File: src/rtl/alu_pipe.sv
// rtl/alu_pipe.sv - two-stage pipelined ALU with valid/ready handshake and saturating op counter
module alu_pipe #(
   parameter int WIDTH = 8,
   parameter int CNT_W = 16
) (
   input  logic             clk,
   input  logic             reset,
   input  logic             in_valid,
   output logic             in_ready,
   input  logic [2:0]       op,
   input  logic [WIDTH-1:0] a,
   input  logic [WIDTH-1:0] b,
   output logic             out_valid,
   input  logic             out_ready,
   output logic [WIDTH-1:0] result,
   output logic             zero,
   output logic             carry,
   output logic [CNT_W-1:0] ops_done
);
   localparam int SH_W = $clog2(WIDTH);

   typedef enum logic [2:0] {
      OP_ADDU = 3'd0,
      OP_SUBU = 3'd1,
      OP_AND  = 3'd2,
      OP_XOR  = 3'd3,
      OP_OR   = 3'd4,
      OP_SLL  = 3'd5,
      OP_SRL  = 3'd6,
      OP_SLT  = 3'd7
   } opCode;

   logic             s1Valid;
   logic [2:0]       s1Op;
   logic [WIDTH-1:0] s1A;
   logic [WIDTH-1:0] s1B;
   logic [WIDTH:0]   s1Sum;
   logic             s2Valid;
   logic             s2Adv;
   logic [WIDTH:0]   sumNext;
   logic [WIDTH-1:0] resNext;
   logic             carryNext;

   assign s2Adv     = !s2Valid || out_ready;
   assign in_ready  = !s1Valid || s2Adv;
   assign out_valid = s2Valid;

   // The extra MSB of the difference is the unsigned borrow (a < b).
   always_comb begin
      sumNext = {1'b0, a} + {1'b0, b};
      if (op == OP_SUBU) sumNext = {1'b0, a} - {1'b0, b};
   end

   always_comb begin
      resNext   = '0;
      carryNext = 1'b0;
      case (s1Op)
         OP_ADDU, OP_SUBU: begin
            resNext   = s1Sum[WIDTH-1:0];
            carryNext = s1Sum[WIDTH];
         end
         OP_AND:  resNext = s1A & s1B;
         OP_XOR:  resNext = s1A ^ s1B;
         OP_OR:   resNext = s1A | s1B;
         OP_SLL:  resNext = s1A << s1B[SH_W-1:0];
         OP_SRL:  resNext = s1A >> s1B[SH_W-1:0];
         OP_SLT:  resNext = {{(WIDTH-1){1'b0}}, ($signed(s1A) < $signed(s1B))};
         default: resNext = '0;
      endcase
   end

   always_ff @(posedge clk) begin
      if (reset) begin
         s1Valid  <= 1'b0;
         s1Op     <= '0;
         s1A      <= '0;
         s1B      <= '0;
         s1Sum    <= '0;
         s2Valid  <= 1'b0;
         result   <= '0;
         zero     <= 1'b0;
         carry    <= 1'b0;
         ops_done <= '0;
      end else begin
         if (in_ready) begin
            s1Valid <= in_valid;
            s1Op    <= op;
            s1A     <= a;
            s1B     <= b;
            s1Sum   <= sumNext;
         end
         if (s2Adv) begin
            s2Valid <= s1Valid;
            result  <= resNext;
            zero    <= (resNext == '0);
            carry   <= carryNext;
         end
         if (out_valid && out_ready && (ops_done != '1))
            ops_done <= ops_done + CNT_W'(1);
      end
   end
endmodule

File: config.mk
export PLATFORM = sky130hd
export DESIGN_NAME = alu_pipe
export DESIGN_NICKNAME = d
export VERILOG_FILES = /design/src/rtl/alu_pipe.sv
export SDC_FILE = /design/constraint.sdc
export NUM_CORES = 1
export LEC_CHECK = 0
export ABC_CLOCK_PERIOD_IN_PS = 2900
export CORE_MARGIN = 2
export CORE_UTILIZATION = 32
export CTS_CLUSTER_DIAMETER = 80
export DETAILED_ROUTE_END_ITERATION = 10
export HOLD_SLACK_MARGIN = 0.05
export SYNTH_ARGS = -nofsm -noshare
export SYNTH_HDL_FRONTEND = slang
export SYNTH_SLANG_ARGS = --single-unit
export TNS_END_PERCENT = 30
File: constraint.sdc
create_clock -name clk -period 2.9 [get_ports clk]
set_input_delay 0.435 -clock clk [delete_from_list [all_inputs] [get_ports clk]]
set_output_delay 0.435 -clock clk [all_outputs]
set_load 0.005 [all_outputs]
==> flow_summary.toml, run 1 <==
[clock_network]
clkLatencyLatePin_ns = 0.30
clk_pin_slew_ns = 0.08
htree_levels = 2
cts_buffers = 5
ctsHoldBuffers = 0
tritoncts = "built"
clock-sinks = 56
cts_buffer_depth = 2
root_buffer = "clkbuf_16"

[route]
drtAntennaViolNets = 0
dr.first_iter.drc_count = 228
firstDrtPassIters = 4
routed-wl-met2_mm = 4.85
routed-wl-met3_um = 426
top_layer = "met4"
drcViolationCount = 0
vias = 3677
routed_wl_mm = 10.5
wl_met1_mm = 5.03
wl_per_cell_um = 14.3
via_per_inst = 5.00

[layout]
diodes = 0
layout_common_cells = "65 x nand2_1, 56 x dfxtp_1, 49 x nor2_1"
areaGrowthSynthToFinish_pct = 24.7
finalNonFillerCells = 736
drive_gt1_frac = 0.141
fin_util = 0.414
final_common_cell = "nand2_1"
fin_nets = 626

[critical_path]
crit_arrival_ns = 2.92
cp_common_cell = "ha_1"
critPathTopFamily = "compound AO/OA/AOI/OAI gates"
critical_path_required_ns = 3.11
startpoint_type = "primary input"
cp.depth = 12
worst_path_max_delay_cell = "clkdlybuf4s50_1"
path_cells = "clkdlybuf4s50_1, inv_1, ha_1, nor2_1, xnor2_1, ha_1, a21o_1, a21oi_2, o21bai_2, a2111oi_4, o21ai_1, a311oi_1"
cp-end-kind = "flop"
path_buf_inv = 2
reg2reg_depth = 8
cpPeakStageDelay_ns = 0.48
rrSetupSlack_ns = 0.25
critPathMaxFanout = 2
path_class = "primary input to flop"

[timing]
finalSetupViolations = 0
max_freq_mhz = 370
slew_headroom = 0.308
finalClockSkew_ns = 0.00717
timing.final.ws_setup_ns = 0.194
layout_min_cycle_time_ns = 2.71
slew_violations = 0
worstMarginPinSlew_ns = 1.04
finalHoldViolations = 0
fin_crit_sh = 0.933

[synth]
syn_nets = 558
yosysSeqAreaShare = 0.279
ys.flop_type = "dfxtp_1"
synth_seq_cells = 56
syn_avg_cell_area_um2 = 8.05
ys_types = 70
ys_warn_count = 0
async_flop_share = 0
synth-edff-count = 0
syn_area_mm2 = 0.00402
syn_inst = 499

[global_route]
gr-usage-all-layers = 0.160
grt_pass1_wl_mm = 17.2
grt-ovfl-total = 0
grt_max_degree = 62
antenna_found_initial = 0
grt_pass1_vias = 3508

[die]
design.core.area_mm2 = 0.0121
fp.dieW_um = 116
rows = 40
pin_count = 51
dieArea_mm2 = 0.0135
die_h_um = 116
start_util = 0.332

[power_and_ir_drop]
power_density_mw_per_mm2 = 412
peakVddDrop_uv = 211
p_leak_nw = 1.97

[place]
pre_cts_ws_ns = -0.605
dp.cells = 726
hpwl_mm = 7.99
portBuffers = 50
gp_congestion = 0.852

[run]
cap_violations = 0

[worst_hold_path]
whs_path_depth = 2
hp-class = "flop to flop"

[status]
status = "finished, final reports clean"
[logic make-up after synthesis]
logic type	share of synthesized area
flops	0.279
buf+inv	0.0828
xor+xnor	0.0479
fa+ha+maj	0.114
simple gates	0.255
mux	0.0402
compound gates	0.181
[final timing paths]
path / from / endpoint
worst max-delay path: b[0] / s1Sum[8]
worst min-delay path: s1Valid / out_valid
worst max register to register: s1A[7] / zero
worst min register to register: s1Valid / out_valid
[worst min-delay path: cells and delay by family (launching register included)]
kind | cells | cell delay (ns)
and+or+nand+nor | 2 | 0.11
DFF | 1 | 0.33
[final cells by class]
class,instances,area [um2]
clock buffer,5,125
clock inverter,3,28.8
fill,1253,7100
inverter,31,116
multi-input combinational,384,2610
sequential,56,1120
tap,168,210
timing repair buffer,89,796
[flip-flops by register name (all words and copies together), names as in the netlist]
name	flops
s1B	8
s1A	8
carry	1
s1Sum	9
result	8
s1Valid	1
zero	1
out_valid	1
s1Op	3
ops_done	16
[cells in the mapped netlist, types with 2 or more instances]
cell	instances	area, um2
inv_1	31	116
or3_1	5	31.3
nor3b_1	3	22.5
o21a_1	3	22.5
clkbuf_1	12	45.0
nand3_1	10	50.1
buf_6	5	56.3
o32ai_1	2	17.5
o31ai_1	4	30.0
clkbuf_8	5	68.8
a21boi_0	2	15.0
o311ai_0	2	17.5
nand4_1	2	12.5
o211ai_1	4	30.0
a22oi_1	2	15.0
or3b_2	2	17.5
mux2i_1	6	60.1
nor4_1	9	56.3
xor2_1	4	35.0
nand2_1	65	244
or2_2	7	43.8
o22ai_1	5	31.3
o32a_1	2	20.0
a21oi_1	49	245
nand3b_1	6	45.0
a221oi_1	2	17.5
mux4_2	3	67.6
nor2b_1	5	31.3
nor3_1	18	90.1
o221ai_1	2	17.5
ha_1	35	438
a31oi_1	2	12.5
buf_4	3	22.5
a211oi_1	7	52.6
mux2_2	3	33.8
xnor2_1	18	158
and4_1	2	17.5
o21ai_0	8	40.0
nand2b_1	9	56.3
dfxtp_1	56	1120
a211o_1	2	17.5
nor2_1	49	184
[through the flow]
stage               total power, mW  area (um2)  hold slack, ns  TNS [ns]
finish                         2.07        5010           0.468         0
CTS                            2.06        4950           0.470         0
floorplan                      1.20        4020           0.431         0
global placement               1.39        4790           0.441     -1.41
detailed placement             1.40        4790           0.447     -1.65
global route                   2.17        5010           0.491   -0.0265
[metal layers]
| layer | vias to the layer above | track usage |
|---|---|---|
| met3 | 15 | 0.0251 |
| li1 | 1879 | - |
| met2 | 83 | 0.257 |
| met5 | - | 0 |
| met4 | 0 | 0.0492 |
| met1 | 1700 | 0.221 |
[what timing repair did]
action | in CTS | in global routing
endpoints found under the setup margin | 2 | 3
buffers inserted | 0 | 2
pin swaps | 1 | 8
resized for setup | 4 | 10
endpoints found under the hold margin | 0 | 0
[where the power goes]
group	leakage, nW	switching (mW)	internal [mW]
Sequential	0.461	0.0524	0.821
Combinational	1.43	0.264	0.278
Clock	0.0767	0.317	0.334
Note: power is estimated with default switching activity, not from simulation.
==> run 2, diff against run 1 <==
- ABC_CLOCK_PERIOD_IN_PS: 2900 -> default
==> results of run 2 <==
Final layout, timing and power as in run 1 (identical DEF).
==> run 3, diff against run 2 <==
- CORE_MARGIN: 2 -> 5
==> flow_summary.toml, run 3 (synthesis results as in run 1) <==
[global_route]
grt_pass1_wl_mm = 17.9
grt-ovfl-total = 0
antenna_found_initial = 0
grt_max_degree = 62
gr-usage-all-layers = 0.149
grt_pass1_vias = 3632

[critical_path]
path_cells = "clkdlybuf4s50_1, or3b_4, mux2i_4, fa_2, a21o_1, a21oi_2, o21bai_2, a2111oi_4, o21ai_1, a311oi_1"
worst_path_max_delay_cell = "or3b_4"
crit_start = "op[2]"
critPathMaxFanout = 4
path_buf_inv = 1
crit_arrival_ns = 3.04
cp-end-kind = "flop"
cpPeakStageDelay_ns = 0.43
rrSetupSlack_ns = 0.39
startpoint_type = "primary input"
critical_path_required_ns = 3.11
critPathTopFamily = "compound AO/OA/AOI/OAI gates"
path_class = "primary input to flop"
reg2reg_from = "s1A[7]"

[clock_network]
htree_levels = 2
clkLatencyLatePin_ns = 0.30
tritoncts = "built"
cts_buffers = 5
root_buffer = "clkbuf_16"
cts_buffer_depth = 2
clk_pin_slew_ns = 0.07
clock-sinks = 56

[timing]
max_freq_mhz = 353
slew_headroom = 0.295
finalSetupViolations = 0
layout_min_cycle_time_ns = 2.83
hold_slack_ns = 0.460
slew_violations = 0
finalHoldViolations = 0
finalSetupTns_ns = 0
fin_crit_sh = 0.977
worstMarginPinSlew_ns = 1.06
finalClockSkew_ns = 0.00796

[die]
dieArea_mm2 = 0.0149
start_util = 0.322
die_h_um = 122
design.core.area_mm2 = 0.0125
pin_count = 51
fp.dieW_um = 122
rows = 41

[route]
via_per_inst = 5.07
wl_per_cell_um = 14.6
drcViolationCount = 0
vias = 3754
drtAntennaViolNets = 0
firstDrtPassIters = 4
dr.first_iter.drc_count = 188
routed_wl_mm = 10.8

[power_and_ir_drop]
power.internal_mw = 1.43
p_sw_mw = 0.628
power_density_mw_per_mm2 = 410
clkPwrFrac = 0.314
peakVddDrop_uv = 227
power_frac_comb = 0.264
switching_share = 0.305
p_leak_nw = 1.96
seqPwrFrac = 0.423

[layout]
fin_util = 0.403
reg_top3 = "ops_done (16), s1Sum (9)"
fin_nets = 626
top_register = "ops_done"
drive_gt1_frac = 0.141
areaGrowthSynthToFinish_pct = 24.9
largest_reg_flops = 16
diodes = 0
layout_common_cells = "65 x nand2_1, 56 x dfxtp_1, 49 x nor2_1"
final_common_cell = "nand2_1"

[place]
portBuffers = 50
gp_congestion = 0.877
hpwl_mm = 8.40

[run]
cap_violations = 0

[worst_hold_path]
hp-class = "flop to flop"
min-delay-start = "result[0]"

[status]
status = "finished, final reports clean"
[run 3: changes by cell type in the layout (fill, tap and decap cells not counted)]
cell             previous run  this run
clkdlybuf4s50_1            46        47
clkinv_4                    0         1
dlymetal6s2s_1              3         2
inv_8                       1         0
clkinv_8                    0         1
inv_6                       2         1
[run 3: layout make-up]
class / instances / area, um2
Clock buffer: 5 / 125
Clock inverter: 3 / 33.8
Fill cell: 1298 / 7450
Inverter: 31 / 116
Multi-Input combinational cell: 384 / 2610
Sequential cell: 56 / 1120
Tap cell: 172 / 215
Timing Repair Buffer: 89 / 793
[run 3: through the flow]
stage	setup WS (ns)	power, mW	std cells	area [um2]
final	0.0670	2.06	740	5020
after global routing	-0.0472	2.18	740	5020
after CTS	0.0163	2.06	739	4970
after detailed placement	-0.626	1.40	731	4800
after global placement	-0.575	1.39	731	4800
after floorplan	0.0204	1.20	499	4020
[run 3: path summary, 6_finish.rpt]
kind / endpoint / cells after the start
max: s1Sum[8] / 10
max reg2reg: result[0] / 8
min reg2reg: result[0] / 2
min: result[0] / 2
[run 3: metal layers]
| layer | routed length (um) | global-route usage | up-vias |
|---|---|---|---|
| li1 | - | - | 1877 |
| met1 | 5050 | 0.206 | 1762 |
| met2 | 5030 | 0.235 | 100 |
| met3 | 499 | 0.0227 | 15 |
| met4 | 235 | 0.0518 | 0 |
| met5 | 0 | 0 | - |
[run 3: worst reg2reg max path, stage by stage, from the launching register on]
cell and delay [ns]:
dfxtp_1 0.52, inv_1 0.08, ha_1 0.36, nor4_1 0.37
o311ai_0 0.28, nand3_1 0.18, nor4b_1 0.08, o311ai_0 0.36
a21oi_1 0.11
[run 3: power by group through the flow]
stage / combinational [mW] / sequential [mW] / clock, mW
floorplan: 0.331 / 0.873 / 0
global placement: 0.509 / 0.884 / 0
detailed placement: 0.516 / 0.887 / 0
CTS: 0.526 / 0.869 / 0.668
global route: 0.605 / 0.877 / 0.693
finish: 0.542 / 0.869 / 0.645
[run 3: what timing repair did]
item	4_1_cts	5_1_grt
endpoints found under the setup margin	2	2
setup buffers	0	1
gates resized for setup	5	8
pin swaps	1	8
hold buffers	0	0
